$ cat src/rtl/pipe_reg_wb.sv
`default_nettype none
// ============================================================================
// Module   : pipe_reg_wb
// Purpose  : Two-entry write-back pipeline register with skid buffer.
//            The main register drives out_data. The skid register absorbs one
//            entry while the consumer is stalled, so in_ready never depends
//            combinationally on out_ready or waiting. All NCH lanes move
//            together as one entry.
// Ports    : clk        - clock, rising edge
//            rst        - synchronous reset, active low
//            flush      - discard all held entries
//            waiting    - downstream stall, blocks the output transfer
//            in_valid   - upstream entry present
//            in_ready   - block can accept an entry this cycle
//            in_data    - NCH lanes of WIDTH bits each
//            out_valid  - out_data holds a valid entry
//            out_ready  - downstream consumes the entry
//            out_data   - oldest held entry
//            count      - occupancy, 0..2
//            stall_cnt  - saturating count of stalled output cycles
//                         (present only with PIPE_REG_WB_STALL_CNT_EN)
// Macro    : PIPE_REG_WB_STALL_CNT_EN - adds the stall_cnt port and counter
// Revision : 1.0 - initial release
// ============================================================================
module pipe_reg_wb #(
    parameter int WIDTH = 64,
    parameter int NCH   = 2
) (
    input  logic                 clk,
    input  logic                 rst,
    input  logic                 flush,
    input  logic                 waiting,
    input  logic                 in_valid,
    output logic                 in_ready,
    input  logic [NCH*WIDTH-1:0] in_data,
    output logic                 out_valid,
    input  logic                 out_ready,
    output logic [NCH*WIDTH-1:0] out_data,
    output logic [1:0]           count
`ifdef PIPE_REG_WB_STALL_CNT_EN
    ,
    output logic [31:0]          stall_cnt
`endif
);

    // The state encoding equals the occupancy, so count is the state itself.
    localparam logic [1:0] EMPTY = 2'd0;
    localparam logic [1:0] ONE   = 2'd1;
    localparam logic [1:0] TWO   = 2'd2;

    logic [1:0]           r_state;
    logic [NCH*WIDTH-1:0] r_main;
    logic [NCH*WIDTH-1:0] r_skid;
    logic                 w_accept;
    logic                 w_pop;

    // in_ready looks only at flush and local state; the skid slot is what
    // makes it safe to ignore the consumer's handshake here.
    assign in_ready  = !flush && (r_state != TWO);
    assign out_valid = (r_state != EMPTY);
    assign out_data  = r_main;
    assign count     = r_state;

    assign w_accept  = in_valid && in_ready;
    assign w_pop     = out_valid && out_ready && !waiting;

    always_ff @(posedge clk) begin
        if (!rst || flush) begin
            // Reset wins over flush; both empty the block and zero the data.
            r_state <= EMPTY;
            r_main  <= '0;
            r_skid  <= '0;
        end else begin
            case (r_state)
                EMPTY: begin
                    if (w_accept) begin
                        r_main  <= in_data;
                        r_state <= ONE;
                    end
                end
                ONE: begin
                    if (w_accept && w_pop) begin
                        r_main <= in_data;
                    end else if (w_accept) begin
                        r_skid  <= in_data;
                        r_state <= TWO;
                    end else if (w_pop) begin
                        r_state <= EMPTY;
                    end
                end
                TWO: begin
                    // in_ready is low here, so only the pop can happen.
                    if (w_pop) begin
                        r_main  <= r_skid;
                        r_state <= ONE;
                    end
                end
                default: begin
                    r_state <= EMPTY;
                end
            endcase
        end
    end

`ifdef PIPE_REG_WB_STALL_CNT_EN
    logic [31:0] r_stall_cnt;

    // Counts cycles where a held entry could not leave; flush does not clear.
    always_ff @(posedge clk) begin
        if (!rst) begin
            r_stall_cnt <= '0;
        end else if (out_valid && (waiting || !out_ready) &&
                     (r_stall_cnt != 32'hFFFF_FFFF)) begin
            r_stall_cnt <= r_stall_cnt + 32'd1;
        end
    end

    assign stall_cnt = r_stall_cnt;
`endif

endmodule
`default_nettype wire
$ cat config.mk
export PLATFORM = sky130hd
export DESIGN_NAME = pipe_reg_wb
export DESIGN_NICKNAME = d
export VERILOG_FILES = /design/src/rtl/pipe_reg_wb.sv
export SDC_FILE = /design/constraint.sdc
export NUM_CORES = 1
export LEC_CHECK = 0
export ABC_AREA = 1
export CORE_MARGIN = 2
export CORE_UTILIZATION = 25
export CTS_CLUSTER_SIZE = 30
export DETAILED_ROUTE_END_ITERATION = 10
export GPL_TIMING_DRIVEN = 0
export HOLD_SLACK_MARGIN = 0.15
export PLACE_DENSITY = 0.43
export SETUP_SLACK_MARGIN = 0.15
export SKIP_CTS_REPAIR_TIMING = 1
export SYNTH_ARGS = -nofsm -noshare
export SYNTH_HDL_FRONTEND = slang
export SYNTH_SLANG_ARGS = --single-unit
$ cat constraint.sdc
create_clock -name clk -period 2.6 [get_ports clk]
set_input_delay 0.39 -clock clk [delete_from_list [all_inputs] [get_ports clk]]
set_output_delay 0.39 -clock clk [all_outputs]
set_load 0.02 [all_outputs]
== Yosys cells after proc, flatten, opt, wreduce, memory -nomap -nowiden ==
Index checks and enable logic that the tools add are counted.
Storage, ports and cells
  input bits: 134
  flip-flop bits (word level): 258
  word-level logic and storage cells: 37
  output and inout bits: 132
Operators by class
  equal/unequal tests: 8
  multiplexer cells: 10
  reductions and logical operators: 15
  bitwise operators: 1
Operator list (number)
  2-to-1 mux 128 bit: 3
  case mux 128 bit (3 select lines): 1
  2-to-1 mux 2 bit: 5
  != test 2 bit (second input constant): 5
  AND reduction 4 bit: 2
  case mux 2 bit (3 select lines): 1
  logical AND 1 bit: 5
  logical NOT 1 bit: 3
  != test 3 bit (second input constant): 1
  AND reduction 3 bit: 1
  nonzero test 3 bit: 1
  equality test 2 x 1 -> 1 bit (second input constant): 1
  equality test 2 bit (second input constant): 1
  logical NOT 2 bit: 1
  nonzero test 2 bit: 1
  logical OR 1 bit: 1
  NOT 1 bit: 1

== Longest topological paths before layout ==
  depth after elaboration: 7
  depth in mapped cells: 10
  gate-level depth less buffers: 8

== Worst setup path before layout ==
OpenSTA, ideal clock, no wires.
  kind: register to output
  from: reg r_state[0], in the netlist count[0]
  to: out in_ready
  cell stages (with the launch flop): 6
  path slack: 1032 ps
  buffers on the path: 1
  arrival: 1178 ps
  data required time: 2210 ps
  cell sequence: dfxtp_1 inv_2 nand2_2 inv_1 buf_2 nor2_1
Between the ends
  word-level cells in the longest chain between the ends: 2
RTL lines
  from (decl): line 51  | logic [1:0] r_state;
  from (signal assigned): line 70  | r_state <= EMPTY;
  from (signal assigned): line 78  | r_state <= ONE;
  from (signal assigned): line 86  | r_state <= TWO;
  != test 2 bit: line 59  | assign in_ready = !flush && (r_state != TWO);
  logical AND 1 bit: line 59
  to (decl): line 34  | output logic in_ready,
Every way passes these cells.

== Worst setup path in the final report ==
Ends and elaborated chain as after synthesis.

==> results.py <==
metrics = {
    "outcome": {
        "outcome": "complete, no violations",
    },
    "critical_path": {
        "worstPathArrival_ns": 1.95,
        "cpPeakStageDelay_ns": 0.48,
        "worstPathRequired_ns": 2.21,
        "cp-end-kind": "output pin",
        "cpMaxStageDelayCell": "dfxtp_1",
        "reg2reg_depth": 8,
        "startpoint_type": "flip-flop",
        "worst-setup-path-type": "reg2out",
        "path_cells": "inv_2 -> nand2_2 -> inv_1 -> buf_2 -> nor2_1 -> dlymetal6s2s_1",
        "crit_fanout": 10,
    },
    "cts": {
        "cts_tree": "done",
        "numCtsBuffers": 31,
        "clockRootBuffer": "clkbuf_16",
        "path_clk_slew_ns": 0.06,
        "h-tree-depth": 1,
        "cts_buffer_depth": 3,
        "cts.sinks": 258,
        "insertion_delay_ns": 0.57,
    },
    "pwr": {
        "ir_drop_uv": 323.9,
        "p_leak_nw": 7.492,
        "power.density_mw_per_mm2": 601.6,
        "finalPower_mw": 9.741,
    },
    "global_routing": {
        "grt_util_all_layers": 0.1727,
        "grt_pass1_vias": 11570,
        "grt_pass1_wl_um": 67680,
        "antenna_found_initial": 10,
        "grt_max_degree": 15,
        "grt_overflow_total": 0,
    },
    "synthesis": {
        "syn_area_mm2": 0.01179,
        "syn_avg_cell_area_um2": 6.424,
        "yosysWarnings": 0,
        "synth-seq-area-share": 0.4379,
        "synthCells": 1836,
        "ys_seq_elements": 258,
        "syn-num-nets": 1970,
        "synth_cell_types": 17,
    },
    "sta": {
        "finalCritPeriodShare": 0.8985,
        "rsz0062_at_grt": "no",
        "setup_ws_ns": 0.2638,
        "hold_viol": 0,
        "period_needed_ns": 2.336,
        "slew_violations": 0,
        "max-slew-margin-rel": 0.4033,
        "max_slew.worst_pin.slew_ns": 0.8951,
        "setup_viol": 0,
        "fin_skew_ns": 0.01084,
        "max_freq_ghz": 0.4280,
    },
    "placement": {
        "portBuffers": 265,
        "dpl.cell_count": 2708,
        "place_ws_ns": -0.1709,
        "place_hpwl_um": 30760,
        "gp_congestion": 0.7755,
    },
    "floorplan": {
        "die_area_mm2": 0.04893,
        "num_rows": 79,
        "die_h_um": 221.2,
        "start_util": 0.2533,
        "core_area_mm2": 0.04656,
        "die_w_um": 221.2,
        "design.portCount": 266,
    },
    "final_layout": {
        "area_growth_pct": 37.29,
        "fin_util": 0.3478,
        "layout-drive-gt1-share": 0.07699,
        "nNetsFinal": 2268,
        "finalNonFillerCells": 2766,
        "fill_cells": 5102,
    },
    "routing": {
        "dr.pass1.iters": 5,
        "detail_route.wl_per_cell_um": 15.70,
        "first_iter_violations": 728,
        "ant_nets": 0,
        "highest_layer": "met5",
        "via_count": 11990,
        "wl_met3_um": 2113,
        "drt_wl_total_um": 43440,
        "met2_length_um": 20190,
        "met1_length_um": 20290,
        "drcViolationCount": 0,
        "viasPerCell": 4.333,
    },
    "job": {
        "cap_violations": 0,
    },
    "hold_path": {
        "hold_class": "in2reg",
        "whs_path_depth": 3,
    },
}
where the power goes:
| part | internal, mW | leakage (nW) | switching, mW | total [mW] |
|---|---|---|---|---|
| clock network | 2.45 | 0.492 | 1.76 | 4.22 |
| registers | 4.07 | 2.09 | 0.0638 | 4.13 |
| logic | 0.620 | 4.91 | 0.772 | 1.39 |
registers in the layout, summed over array words and instances (netlist names):
register  cells
count         2
out_data    128
r_skid      128
critical path: cells and delay by family (launching register included):
kind / cells / cell delay, ns
buf+inv: 4 / 0.60
flops: 1 / 0.48
simple gates: 2 / 0.30
synthesized netlist by cell type:
master / instances / area, um2
nand4_1: 1 / 6.260
nand2_1: 518 / 1944
nand2_2: 2 / 12.51
dfxtp_1: 258 / 5165
nor2_2: 3 / 18.77
nand3_1: 131 / 655.6
buf_4: 20 / 150.1
a211oi_1: 1 / 7.510
nor2_1: 386 / 1449
buf_2: 88 / 440.4
a21oi_1: 130 / 650.6
buf_6: 2 / 22.52
o21ai_0: 73 / 365.4
inv_2: 2 / 7.510
inv_1: 136 / 510.5
o21ai_1: 55 / 275.3
clkbuf_1: 30 / 112.6
cell usage in the layout (no fill, tap or decap), drive strengths merged, types with 3 or more instances in the layout:
| cell | netlist | layout |
|---|---|---|
| clkdlybuf4s50 | 0 | 264 |
| a21oi | 130 | 130 |
| clkbuf | 30 | 77 |
| nand2 | 520 | 520 |
| o21ai | 128 | 128 |
| nor2 | 389 | 389 |
| inv | 138 | 138 |
| buf | 110 | 110 |
| clkinv | 0 | 8 |
| dfxtp | 258 | 258 |
| nand3 | 131 | 131 |
| diode | 0 | 3 |
routing by layer:
layer / vias to the layer above / global-route usage
met5: - / 0
met4: 4 / 0.04070
met3: 55 / 0.03027
met2: 267 / 0.2852
met1: 5363 / 0.2340
li1: 6297 / -
stage by stage:
step / TNS, ns / hold slack [ns] / cell area, um2
4_1_cts: -0.1915 / 0.4038 / 16180
5_1_grt: 0 / 0.4324 / 16190
3_5_place_dp: -9.338 / 0.4842 / 15210
6_report: 0 / 0.4391 / 16190
2_1_floorplan: 0 / 0.4635 / 11790
3_3_place_gp: -5.840 / 0.4792 / 15210
area by class of cell:
class	count	area [um2]	area share
multi-input combinational	1300	5385	0.3326
sequential	258	5165	0.3190
timing repair buffer	265	2655	0.1640
clock buffer	47	935.9	0.05780
tap	607	759.5	0.04691
buffer	140	725.7	0.04482
inverter	138	518.0	0.03199
clock inverter	8	40.04	0.002473
antenna	3	7.507	0.0004636
cell families (layout without fill, tap and decap cells):
logic type             count (synthesis)  after routing  synth area share
and+or+nand+nor                     1041           1041            0.3465
buffers and inverters                278            598            0.1055
AOI/OAI and AO/OA                    259            259            0.1101
DFF                                  258            258            0.4379
other                                  0              3                 0
worst paths after layout:
| kind | from | to | slack [ns] |
|---|---|---|---|
| setup / recovery | count[0] | in_ready | 0.26 |
| hold / removal | in_data[4] | r_skid[4] | 0.44 |
| setup reg to reg | count[0] | out_data[15] | 0.72 |
| hold reg to reg | r_skid[54] | r_skid[54] | 0.50 |
Power figures use the tool's default switching activity.
